File: src/rtl/buzzer_pkg.sv
// Shared types and constants for the buzzer tone sequencer.
// Holds the sequencer state enum, default field widths, the default
// post-tone gap and the half-period constants of the game tones.
package buzzer_pkg;

   typedef enum logic [1:0] {
      ST_IDLE = 2'd0,
      ST_PLAY = 2'd1,
      ST_GAP  = 2'd2
   } buz_state_e;

   localparam int BUZ_HALF_W  = 17;
   localparam int BUZ_DUR_W   = 24;
   localparam int BUZ_GAP_CYC = 1000;

   // Board clock the tone constants are derived from.
   localparam int BUZ_CLK_HZ = 50_000_000;

   // Half-period in clock cycles for a square wave of the given frequency.
   function automatic int half_for_hz(input int hz);
      return BUZ_CLK_HZ / (2 * hz);
   endfunction

   localparam logic [BUZ_HALF_W-1:0] HALF_HIT       = BUZ_HALF_W'(half_for_hz(2000)); // 2 kHz
   localparam logic [BUZ_HALF_W-1:0] HALF_MISS      = BUZ_HALF_W'(half_for_hz(500));  // 500 Hz
   localparam logic [BUZ_HALF_W-1:0] HALF_COUNTDOWN = BUZ_HALF_W'(half_for_hz(1000)); // 1 kHz

endpackage

File: src/rtl/buzzer_prio_enc.sv
// Lowest-index-wins priority encoder: one-hot of the lowest set bit,
// its binary index, and an any-set flag. Purely combinational.
module buzzer_prio_enc
   import buzzer_pkg::*;
#(
   parameter int N     = 3,
   parameter int IDX_W = (N > 1) ? $clog2(N) : 1
) (
   input  logic [N-1:0]     req_vec,
   output logic [N-1:0]     onehot,
   output logic [IDX_W-1:0] idx,
   output logic             any
);

   // seen[i] is set when some bit below i is already set
   logic [N:0] seen;

   assign seen[0] = 1'b0;

   for (genvar gi = 0; gi < N; gi++) begin : g_chain
      assign onehot[gi]   = req_vec[gi] & ~seen[gi];
      assign seen[gi + 1] = seen[gi] | req_vec[gi];
   end

   assign any = seen[N];

   // Binary index of the single one-hot bit (zero when nothing is set)
   always_comb begin
      idx = '0;
      for (int i = 0; i < N; i++) begin
         if (onehot[i]) idx = IDX_W'(i);
      end
   end

endmodule

File: src/rtl/buzzer_tone_sequencer.sv
// Buzzer tone sequencer / arbiter. Requests are held as sticky pending
// bits, granted lowest index first; each grant plays a square wave of
// the latched half-period for the latched duration, then a silent gap.
// Optional feature: define BUZZER_PREEMPT_EN to let a higher-priority
// pending request abort the tone currently playing.
module buzzer_tone_sequencer
   import buzzer_pkg::*;
#(
   parameter int NUM_REQ = 3,
   parameter int HALF_W  = BUZ_HALF_W,
   parameter int DUR_W   = BUZ_DUR_W,
   parameter int GAP_CYC = BUZ_GAP_CYC
) (
   input  logic                      clk,
   input  logic                      rst,
   input  logic [NUM_REQ-1:0]        req,
   input  logic [NUM_REQ*HALF_W-1:0] tone_half,
   input  logic [NUM_REQ*DUR_W-1:0]  tone_dur,
   output logic                      buzzer,
   output logic                      busy,
   output logic [NUM_REQ-1:0]        grant,
   output logic                      done
);

   localparam int IDX_W = (NUM_REQ > 1) ? $clog2(NUM_REQ) : 1;
   localparam int GAP_W = (GAP_CYC > 1) ? $clog2(GAP_CYC + 1) : 1;

   buz_state_e          state_q, state_d;
   logic [NUM_REQ-1:0]  pend_q, pend_d;
   logic [NUM_REQ-1:0]  grant_q, grant_d;
   logic [HALF_W-1:0]   half_q, half_d;
   logic [HALF_W-1:0]   half_cnt_q, half_cnt_d;
   logic [DUR_W-1:0]    dur_cnt_q, dur_cnt_d;
   logic [GAP_W-1:0]    gap_cnt_q, gap_cnt_d;
   logic                buzzer_q, buzzer_d;
   logic                done_q, done_d;

   logic [NUM_REQ-1:0]  enc_onehot;
   logic [IDX_W-1:0]    enc_idx;
   logic                enc_any;
   logic [NUM_REQ-1:0]  pend_clr;
   logic                load;
   logic                preempt;
   logic [HALF_W-1:0]   sel_half;
   logic [DUR_W-1:0]    sel_dur;

   buzzer_prio_enc #(
      .N     (NUM_REQ),
      .IDX_W (IDX_W)
   ) u_prio_enc (
      .req_vec (pend_q),
      .onehot  (enc_onehot),
      .idx     (enc_idx),
      .any     (enc_any)
   );

   assign sel_half = tone_half[enc_idx * HALF_W +: HALF_W];
   assign sel_dur  = tone_dur[enc_idx * DUR_W +: DUR_W];

`ifdef BUZZER_PREEMPT_EN
   // Both vectors are one-hot, so a smaller value means a lower index.
   assign preempt = enc_any && (enc_onehot < grant_q);
`else
   assign preempt = 1'b0;
`endif

   // Next-state, counters and output drive for the IDLE/PLAY/GAP sequencer
   always_comb begin
      state_d    = state_q;
      grant_d    = grant_q;
      half_d     = half_q;
      half_cnt_d = half_cnt_q;
      dur_cnt_d  = dur_cnt_q;
      gap_cnt_d  = gap_cnt_q;
      buzzer_d   = buzzer_q;
      done_d     = 1'b0;
      pend_clr   = '0;
      load       = 1'b0;

      case (state_q)
         ST_IDLE: begin
            load = enc_any;
         end

         ST_PLAY: begin
            if (preempt) begin
               // aborted tone: no done pulse, no gap, not re-queued
               load = 1'b1;
            end else begin
               // half=0 is a rest: counter and buzzer stay idle
               if (half_q != '0) begin
                  if (half_cnt_q == half_q - HALF_W'(1)) begin
                     buzzer_d   = ~buzzer_q;
                     half_cnt_d = '0;
                  end else begin
                     half_cnt_d = half_cnt_q + HALF_W'(1);
                  end
               end
               dur_cnt_d = dur_cnt_q - DUR_W'(1);
               if (dur_cnt_q <= DUR_W'(1)) begin
                  done_d     = 1'b1;
                  buzzer_d   = 1'b0;
                  grant_d    = '0;
                  half_cnt_d = '0;
                  dur_cnt_d  = '0;
                  if (GAP_CYC == 0) begin
                     state_d = ST_IDLE;
                  end else begin
                     state_d   = ST_GAP;
                     gap_cnt_d = GAP_W'(GAP_CYC);
                  end
               end
            end
         end

         ST_GAP: begin
            if (gap_cnt_q <= GAP_W'(1)) begin
               gap_cnt_d = '0;
               // back-to-back: go straight to the next tone when one is queued
               if (enc_any) load = 1'b1;
               else         state_d = ST_IDLE;
            end else begin
               gap_cnt_d = gap_cnt_q - GAP_W'(1);
            end
         end

         default: begin
            state_d = ST_IDLE;
         end
      endcase

      // Grant the lowest pending requester and latch its tone parameters
      if (load) begin
         pend_clr   = enc_onehot;
         half_d     = sel_half;
         half_cnt_d = '0;
         buzzer_d   = 1'b0;
         if (sel_dur == '0) begin
            // zero-length tone skips PLAY entirely but still reports done
            grant_d   = '0;
            dur_cnt_d = '0;
            done_d    = 1'b1;
            if (GAP_CYC == 0) begin
               state_d = ST_IDLE;
            end else begin
               state_d   = ST_GAP;
               gap_cnt_d = GAP_W'(GAP_CYC);
            end
         end else begin
            state_d   = ST_PLAY;
            grant_d   = enc_onehot;
            dur_cnt_d = sel_dur;
         end
      end

      // a new request beats a same-cycle grant clear, so it is queued again
      pend_d = (pend_q & ~pend_clr) | req;
   end

   // State and datapath registers with synchronous reset
   always_ff @(posedge clk) begin
      if (rst) begin
         state_q    <= ST_IDLE;
         pend_q     <= '0;
         grant_q    <= '0;
         half_q     <= '0;
         half_cnt_q <= '0;
         dur_cnt_q  <= '0;
         gap_cnt_q  <= '0;
         buzzer_q   <= 1'b0;
         done_q     <= 1'b0;
      end else begin
         state_q    <= state_d;
         pend_q     <= pend_d;
         grant_q    <= grant_d;
         half_q     <= half_d;
         half_cnt_q <= half_cnt_d;
         dur_cnt_q  <= dur_cnt_d;
         gap_cnt_q  <= gap_cnt_d;
         buzzer_q   <= buzzer_d;
         done_q     <= done_d;
      end
   end

   assign buzzer = buzzer_q;
   assign busy   = (state_q != ST_IDLE);
   assign grant  = grant_q;
   assign done   = done_q;

endmodule

File: config.mk
export PLATFORM = sky130hd
export DESIGN_NAME = buzzer_tone_sequencer
export DESIGN_NICKNAME = d
export VERILOG_FILES = /design/src/rtl/buzzer_pkg.sv /design/src/rtl/buzzer_prio_enc.sv /design/src/rtl/buzzer_tone_sequencer.sv
export SDC_FILE = /design/constraint.sdc
export NUM_CORES = 1
export LEC_CHECK = 0
export CAP_MARGIN = 20
export CORE_ASPECT_RATIO = 0.5
export CORE_MARGIN = 2
export CORE_UTILIZATION = 40
export CTS_CLUSTER_DIAMETER = 100
export DETAILED_ROUTE_END_ITERATION = 8
export DONT_BUFFER_PORTS = 1
export SLEW_MARGIN = 20
export SYNTH_ARGS = -nofsm -noshare
export SYNTH_HDL_FRONTEND = slang
export SYNTH_SLANG_ARGS = --single-unit
File: constraint.sdc
create_clock -name clk -period 2.6 [get_ports clk]
set_input_delay 0.78 -clock clk [delete_from_list [all_inputs] [get_ports clk]]
set_output_delay 0.78 -clock clk [all_outputs]
set_load 0.01 [all_outputs]
Yosys cells after proc, flatten, opt, wreduce, memory -nomap -nowiden
Index checks and enable logic that the tools add are counted.
Widths: inputs -> output; s select.
- logic and storage cells: 84
- bits in registers: 78
- input bits: 128
- output and inout port bits: 6
- add/sub/neg operators: 4
- order comparisons: 2
- $mul: 2
- reduce and logical (&&, ||, !) cells: 13
- eq/ne operators: 7
- shift operators: 2
- bitwise operators: 10
- muxes and demuxes: 35
- operators with widths (operator ; count):
    $mux 24 ; 4
    $shiftx 72x8->24 ; 1
    $mux 17 ; 3
    $shiftx 51x8->17 ; 1
    $mux 10 ; 4
    $le 24x1->1 const B ; 1
    $logic_not 24->1 ; 1
    $sub 24x1->24 const B ; 1
    $pmux 10 s2 ; 1
    $add 17x1->17 const B ; 1
    $eq 17x17->1 ; 1
    $reduce_bool 17->1 ; 1
    $sub 17x1->17 const B ; 1
    $mux 3 ; 5
    $mux 2 ; 6
    $le 10x1->1 const B ; 1
    $mux 1 ; 10
    $reduce_bool 2->1 ; 5
    $sub 10x1->10 const B ; 1
    $ne 3x3->1 const B ; 3
    $mul 2x5->7 const B ; 1
    $pmux 2 s3 ; 1
    $mul 2x2->4 const B ; 1
    $reduce_and 2->1 ; 2
    14 further kinds ; 18

Logic depth before layout (Yosys ltp)
Gate-level depths: netlist (run 1).
- depth in word-level cells: 9
- mapped depth: 12
- mapped depth without buffers: 10

Cells and area by module
A second synthesis (run 1) with hierarchy kept.
- cells, all modules: 707
- area, all modules: 5479.0 um^2
- by module, submodules not included (module ; instances ; seq. area each (um^2) ; cells an instance ; area an instance (um^2)):
    buzzer_tone_sequencer ; 1 ; 1561.5 ; 701 ; 5434.0
    buzzer_prio_enc ; 1 ; 0.0 ; 6 ; 45.0

Worst setup path after synthesis (run 1)
No wires, ideal clock.
- path kind: register -> register
- start point: reg half_q[0]
- end point: reg half_cnt_q[0]
- cell stages (with the launch flop): 12
- data required time: 2479 ps
- setup slack: -211 ps
- setup time: 121 ps
- period minus slack after synthesis: 2811 ps
- arrival: 2690 ps
- path through: dfxtp_1 > inv_1 > ha_1 > or4b_1 > buf_2 > nor4_1 > xnor2_1 > nand4_1 > a211o_1 > nor4b_1 > nor4_1 > mux2_2
- word-level cells in the longest chain between the ends: 5
- elaborated cells on any way between the ends: 8
- classes of those cells: add/sub (1); eq/ne (1); mux (3); reduce/logical (3)
- RTL lines (item ; line ; RTL):
    start, declared ; buzzer_tone_sequencer.sv:31 ; logic [HALF_W-1:0] half_q, half_d;
    start signal, assigned ; buzzer_tone_sequencer.sv:176 ; half_q <= half_d;
    $sub 17x1->17 ; buzzer_tone_sequencer.sv:92 ; if (half_cnt_q == half_q - HALF_W'(1)) begin
    $eq 17x17->1 ; buzzer_tone_sequencer.sv:92 ;
    $mux 17 ; buzzer_tone_sequencer.sv:92 ;
    $mux 17 ; buzzer_tone_sequencer.sv:91 ; if (half_q != '0) begin
    $mux 17 ; buzzer_tone_sequencer.sv:100 ; if (dur_cnt_q <= DUR_W'(1)) begin
    end signal, assigned ; buzzer_tone_sequencer.sv:177 ; half_cnt_q <= half_cnt_d;
    end, declared ; buzzer_tone_sequencer.sv:32 ; logic [HALF_W-1:0] half_cnt_q, half_cnt_d;
Parallel ways exist; a longest one is shown, timed or not. The select of a mux whose other input is x is not followed.
A chain may end at the register's enable or synchronous reset.

Worst setup path after layout (run 1)
- start point: reg dur_cnt_q[5]
- end point: reg half_cnt_q[9]
- word-level cells in the longest chain between the ends: 3
- elaborated cells on any way between the ends: 4
- classes of those cells: order compare (1); mux (1); reduce/logical (2)
- RTL lines (item ; line ; RTL):
    start, declared ; buzzer_tone_sequencer.sv:33 ; logic [DUR_W-1:0] dur_cnt_q, dur_cnt_d;
    start signal, assigned ; buzzer_tone_sequencer.sv:178 ; dur_cnt_q <= dur_cnt_d;
    $le 24x1->1 (*) ; buzzer_tone_sequencer.sv:100 ;
    $reduce_bool 2->1 (no line) ; - ;
    $reduce_and 2->1 (no line) ; - ;
Mark *: on every way between the ends. The rest lies on a longest branch, timed or not.

==> results.py, run 1 <==
metrics = {
    "outcome": {
        "status": "finished, violations left",
        "violations": "negative setup slack",
    },
    "clocking": {
        "clock_latency_ns": 0.34,
        "cts_sinks": 78,
        "clkTransAtPathRegs_ns": 0.06,
        "cts_root_buffer": "clkbuf_16",
        "tritoncts": "built",
        "clockBufferDepth": 2,
        "cts_max_level": 3,
        "numCtsBuffers": 9,
    },
    "synth": {
        "synth.most_common_cell": "dfxtp_1",
        "ys_async_sr_fraction_pct": 0,
        "synth_commonest_cells": "dfxtp_1 (78), nand2_1 (74), nor2_1 (67)",
        "ys_types": 69,
        "ys.flop_type": "dfxtp_1",
        "yosysTopAreaCellShare_pct": 27.4,
        "yosysWarnings": 0,
        "syn_inst": 758,
        "synthTopCellsByArea": "dfxtp_1 (27%), a21oi_1 (5.8%), nand2_1 (4.9%), nor2_1 (4.4%), nor2b_1 (3.6%)",
        "post_synth.cell_area_avg_um2": 7.53,
        "ys_seq_area_share_pct": 27.4,
        "ys_seq_elements": 78,
        "yosys.area.top_type": "dfxtp_1",
        "synth_edf_count": 0,
        "netlist_area_mm2": 0.00571,
        "syn_nets": 895,
    },
    "hold_path": {
        "hold_path_end": "state_q[1]$_SDFFE_PP0P_",
        "min-delay-start": "state_q[1]$_SDFFE_PP0P_",
        "hp-class": "reg2reg",
        "whs_path_depth": 2,
    },
    "detailed_routing": {
        "drc_errors": 0,
        "first_iter_violations": 306,
        "final_antenna_net_count": 0,
        "wire_per_inst_um": 17.5,
        "vias_per_cell": 5.81,
        "vias": 5853,
        "dr.pass1.iters": 5,
        "routed_wl_um": 17600,
    },
    "floorplan": {
        "die_area_mm2": 0.0153,
        "core_mm2": 0.0137,
        "die_h_um": 88.5,
        "initial_core_util_pct": 41.5,
        "boundaryPins": 134,
        "rows": 30,
        "fp.dieW_um": 173,
    },
    "global_routing": {
        "grt_pass1_wl_um": 28300,
        "first_global_vias": 5673,
        "grt_overflow_total": 0,
        "track_usage_pct": 23.0,
        "antenna_found_initial": 0,
        "grt_max_degree": 58,
    },
    "critical_path": {
        "arrival_ns": 2.95,
        "crit_buf_inv": 1,
        "cp.required_ns": 2.87,
        "reg2reg_slack_ns": -0.07,
        "critPathKind": "reg2reg",
        "path_max_fanout": 6,
        "r2r_end": "half_cnt_q[9]$_SDFFE_PP0P_",
        "cp_slowest_cell": "or4_4",
        "cp_cell_sequence": "or4_4 -> or4_4 -> nor4_4 -> buf_4 -> o21a_4 -> and3_4 -> nand3_2 -> xor2_2 -> nor3_2",
        "critPathMostFrequentCell": "or4_4",
        "start_kind": "flop",
        "crit_path_max_incr_delay_ns": 0.53,
        "end_kind": "flop",
        "cp.depth": 9,
        "ff2ff_path_depth": 9,
        "path_delay_family": "simple AND/OR/NAND/NOR gates",
        "reg2reg_from": "dur_cnt_q[5]$_SDFFE_PP0P_",
    },
    "cells_and_area": {
        "area_growth_pct": 24.4,
        "antenna_cells": 0,
        "utilization_pct": 51.7,
        "finalNonFillerCells": 1007,
        "nets": 947,
        "drive_gt1_share_pct": 22.9,
    },
    "timing": {
        "min_period_ns": 2.67,
        "fin_crit_sh_pct": 103,
        "timing.slew.headroom_pct": 57.3,
        "worst_pin_slew_ns": 0.634,
        "timing.final.max_slew_violations": 0,
        "max_freq_mhz": 374,
        "grt_setup_unrepaired": "true",
        "finalClockSkew_ns": 0.00637,
        "hold_viol": 0,
        "setup_viol": 13,
        "fin_ws_ns": -0.0744,
    },
    "placement": {
        "dp_slack_ns": -0.113,
        "hpwl_um": 13100,
        "dpl.cell_count": 986,
        "port_buffers": 0,
        "place.gp.congestion": 0.890,
    },
    "power_and_ir_drop": {
        "power_density_mw_per_mm2": 1030,
        "ir_drop_v": 0.000467,
        "p_leak_nw": 2.59,
    },
    "run": {
        "maxCapViolCount": 0,
    },
}
logic make-up after synthesis:
family / count (synthesis) / synth area share (%)
XOR/XNOR: 35 / 5.37
multiplexers: 21 / 3.71
AO/OA/AOI/OAI: 238 / 27.5
adder cells (fa/ha/maj): 9 / 1.97
buffers and inverters: 66 / 4.60
AND/OR/NAND/NOR: 311 / 29.5
flip-flops: 78 / 27.4
sequential cells by signal, indices dropped and copies added (netlist names):
signal and cells:
dur_cnt_q 24, grant 3, half_cnt_q 17, gap_cnt_q 10, state_q 2, pend_q 3
buzzer 1, half_q 17, done 1
repair_timing:
item,in CTS,in global routing
setup buffers,0,4
resized for setup,13,47
setup endpoints to repair,27,50
gates cloned,1,0
pin swaps,8,12
hold buffers,0,0
report_power, final:
| group | switching [mW] | internal [mW] | total [mW] |
|---|---|---|---|
| Clock | 0.515 | 0.766 | 1.28 |
| Sequential | 0.235 | 1.45 | 1.69 |
| Combinational | 2.38 | 1.95 | 4.34 |
| Total | 3.13 | 4.17 | 7.31 |
tightest hold or removal path: stages (launching register included):
cell and delay (ns):
dfxtp_1 0.32, nand2_1 0.06, a21oi_1 0.05
final cells by class:
class | instances | area, um2
Clock inverter | 6 | 61.3
Inverter | 14 | 52.6
Sequential cell | 78 | 1570
Timing Repair Buffer | 92 | 754
Tap cell | 192 | 240
Multi-Input combinational cell | 615 | 4180
Fill cell | 1308 | 6640
Clock buffer | 10 | 239
how the worst max path moves through the flow:
stage | from | slack [ns] | end
finish | dur_cnt_q[5]$_SDFFE_PP0P_ | -0.07 | half_cnt_q[9]$_SDFFE_PP0P_
global route | half_q[1]$_SDFFE_PP0N_ | -0.21 | half_cnt_q[0]$_SDFFE_PP0P_
CTS | half_q[1]$_SDFFE_PP0N_ | -0.06 | half_cnt_q[0]$_SDFFE_PP0P_
detailed placement | dur_cnt_q[5]$_SDFFE_PP0P_ | -0.11 | half_cnt_q[9]$_SDFFE_PP0P_
global placement | dur_cnt_q[5]$_SDFFE_PP0P_ | -0.07 | half_cnt_q[11]$_SDFFE_PP0P_
floorplan | half_q[1]$_SDFFE_PP0N_ | -0.01 | half_cnt_q[0]$_SDFFE_PP0P_
placed cells by master, fill, tap and decap left out, types with 5 or more instances in the layout:
cell type and count:
a211oi_1 13, a21oi_1 64, a22oi_1 26, a31oi_1 13
and2_1 5, and3_1 6, buf_4 82, buf_6 7
clkbuf_16 9, dfxtp_1 75, ha_1 8, inv_1 11
mux2i_1 20, nand2_1 70, nand2b_1 5, nand3_1 9
nand4_1 14, nor2_1 64, nor2b_1 32, nor3_1 28
nor3_2 14, nor4_1 9, o211ai_1 19, o21a_1 24
o21ai_0 29, o21ai_1 6, or3_1 5, or4_4 6
xnor2_1 13, xor2_1 19
through the flow:
stage / setup TNS (ns) / total power [mW] / cell area [um2] / hold WS (ns)
floorplan: -0.0136 / 4.20 / 5760 / 0.448
global placement: -0.235 / 5.59 / 6490 / 0.458
detailed placement: -1.46 / 5.64 / 6490 / 0.459
CTS: -0.192 / 6.99 / 6850 / 0.473
global route: -3.19 / 7.79 / 7100 / 0.502
finish: -0.602 / 7.31 / 7100 / 0.473
routing by layer:
| metal | GRT usage, % | wire length [um] | up-vias |
|---|---|---|---|
| li1 | - | - | 2891 |
| met1 | 27.9 | 8050 | 2806 |
| met2 | 41.9 | 8570 | 128 |
| met3 | 4.04 | 627 | 28 |
| met4 | 8.24 | 372 | 0 |
| met5 | 0 | 0 | - |
Note: power is estimated with default switching activity, not from simulation.
==> run 2, diff against run 1 <==
--- a/config.mk
+++ b/config.mk
@@ -7,8 +7,8 @@
 export LEC_CHECK = 0
 export CAP_MARGIN = 20
 export CORE_ASPECT_RATIO = 0.5
-export CORE_MARGIN = 2
 export CORE_UTILIZATION = 40
+export CTS_BUF_LIST = sky130_fd_sc_hd__clkbuf_4 sky130_fd_sc_hd__clkbuf_8
 export CTS_CLUSTER_DIAMETER = 100
 export DETAILED_ROUTE_END_ITERATION = 8
 export DONT_BUFFER_PORTS = 1
==> results.py, run 2 (synthesis results as in run 1) <==
metrics = {
    "placement": {
        "dp_slack_ns": -0.127,
        "place.gp.congestion": 0.920,
        "port_buffers": 0,
        "hpwl_um": 13000,
    },
    "power_and_ir_drop": {
        "ir_drop_v": 0.000426,
        "p_leak_nw": 2.47,
        "power_mw": 6.75,
        "power_density_mw_per_mm2": 982,
    },
    "clocking": {
        "cts_root_buffer": "clkbuf_8",
        "clkTransAtPathRegs_ns": 0.09,
        "cts_sinks": 78,
        "numCtsBuffers": 9,
        "clockBufferDepth": 2,
        "clock_latency_ns": 0.37,
        "ctsHoldBuffers": 0,
        "tritoncts": "built",
        "cts_max_level": 3,
    },
    "global_routing": {
        "grt_pass1_wl_um": 27600,
        "track_usage_pct": 23.8,
        "grt.met2_usage_pct": 40.9,
        "grtUsageMet1_pct": 30.8,
        "top_usage_layer": "met2",
        "met3_usage_pct": 4.25,
        "grt_max_degree": 58,
        "antenna_found_initial": 0,
        "first_global_vias": 5425,
        "grt_overflow_total": 0,
    },
    "floorplan": {
        "die_h_um": 86.5,
        "initial_core_util_pct": 41.5,
        "die_area_mm2": 0.0148,
        "core_mm2": 0.0137,
        "boundaryPins": 134,
        "rows": 30,
        "fp.dieW_um": 171,
    },
    "cells_and_area": {
        "largest-register": "dur_cnt_q",
        "final_cell_mix": "buf_4 (78), dfxtp_1 (74), nand2_1 (70)",
        "utilization_pct": 50.0,
        "fillers": 1337,
        "mostFrequentLayoutCell": "buf_4",
        "top_regs": "dur_cnt_q (24), half_cnt_q (17), half_q (17)",
        "antenna_cells": 0,
        "drive_gt1_share_pct": 22.6,
        "area_growth_pct": 20.4,
        "nets": 937,
        "largest_register_ffs": 24,
    },
    "detailed_routing": {
        "dr.pass1.iters": 4,
        "first_iter_violations": 289,
        "final_antenna_net_count": 0,
        "vias": 5763,
        "routed_wl_um": 17200,
        "drc_errors": 0,
        "vias_per_cell": 5.78,
        "wire_per_inst_um": 17.2,
    },
    "critical_path": {
        "cp_cell_sequence": "or4_4 -> or4_4 -> o21a_1 -> o211ai_2 -> and2_0 -> and4bb_4 -> or4b_1 -> nand2_1",
        "arrival_ns": 3.01,
        "path_max_fanout": 4,
        "crit_path_max_incr_delay_ns": 0.53,
        "cp_slowest_cell": "or4_4",
        "critPathMostFrequentCell": "or4_4",
        "start_kind": "flop",
        "reg2reg_slack_ns": -0.1,
        "crit_buf_inv": 0,
        "end_kind": "flop",
        "critPathKind": "reg2reg",
        "cp.required_ns": 2.92,
        "path_delay_family": "simple AND/OR/NAND/NOR gates",
    },
    "timing": {
        "finalSetupTns_ns": -0.248,
        "fin_hold_ws_ns": 0.474,
        "max_freq_mhz": 371,
        "timing.slew.headroom_pct": 60.9,
        "grt_setup_unrepaired": "true",
        "min_period_ns": 2.70,
        "hold_viol": 0,
        "fin_crit_sh_pct": 104,
        "worst_pin_slew_ns": 0.582,
        "timing.final.max_slew_violations": 0,
        "fin_ws_ns": -0.0966,
        "setup_viol": 7,
        "finalClockSkew_ns": 0.0171,
    },
    "outcome": {
        "violations": "negative setup slack",
        "status": "finished, violations left",
    },
    "hold_path": {
        "hp-class": "reg2reg",
    },
    "run": {
        "maxCapViolCount": 0,
    },
}
[run 2: changes by cell type in the layout (fill, tap and decap cells not counted), moves of 3 or more]
| cell | change |
|---|---|
| buf_6 | -5 |
| buf_4 | -4 |
| clkbuf_8 | +8 |
| nor3_1 | -5 |
| clkbuf_16 | -9 |
| nor3_2 | +6 |
| o21ai_0 | +3 |
[run 2: per-stage QoR]
step | instance area [um2] | std cells
CTS | 6650 | 995
detailed placement | 6400 | 978
global route | 6870 | 997
finish | 6870 | 997
global placement | 6400 | 978
floorplan | 5760 | 758
[run 2: worst paths after layout]
check	from	to	depth (start not counted)
setup reg to reg	half_q[13]$_SDFFE_PP0N_	buzzer$_SDFFE_PP0P_	8
setup / recovery	half_q[13]$_SDFFE_PP0N_	buzzer$_SDFFE_PP0P_	8
hold / removal	state_q[1]$_SDFFE_PP0P_	state_q[1]$_SDFFE_PP0P_	2
hold reg to reg	state_q[1]$_SDFFE_PP0P_	state_q[1]$_SDFFE_PP0P_	2
[run 2: layout make-up]
class / count / area (um2) / area share [%]
Clock buffer: 9 / 124 / 1.80
Sequential cell: 78 / 1570 / 22.8
Tap cell: 192 / 240 / 3.50
Inverter: 14 / 52.6 / 0.765
Multi-Input combinational cell: 615 / 4200 / 61.1
Timing Repair Buffer: 82 / 643 / 9.36
Clock inverter: 7 / 47.5 / 0.692
[run 2: worst min-delay path: stages (launching register included)]
cell,delay (ns)
dfxtp_1,0.33
nand2_1,0.06
a21oi_1,0.05
[run 2: power by group]
| group | internal [mW] | switching [mW] |
|---|---|---|
| logic | 1.89 | 2.36 |
| clock network | 0.348 | 0.475 |
| registers | 1.45 | 0.226 |
[run 2: routing by layer]
metal	routed length (um)	part of all wire, %	up-vias
met5	0	0	-
met3	651	3.8	20
met1	7930	46	2736
met2	8290	48	130
li1	-	-	2877
met4	276	1.6	0
[run 2: what timing repair did]
item	in CTS	in global routing
gates cloned	1	0
setup endpoints to repair	22	39
buffers inserted	0	2
pin swaps	2	24
gates resized for setup	12	45
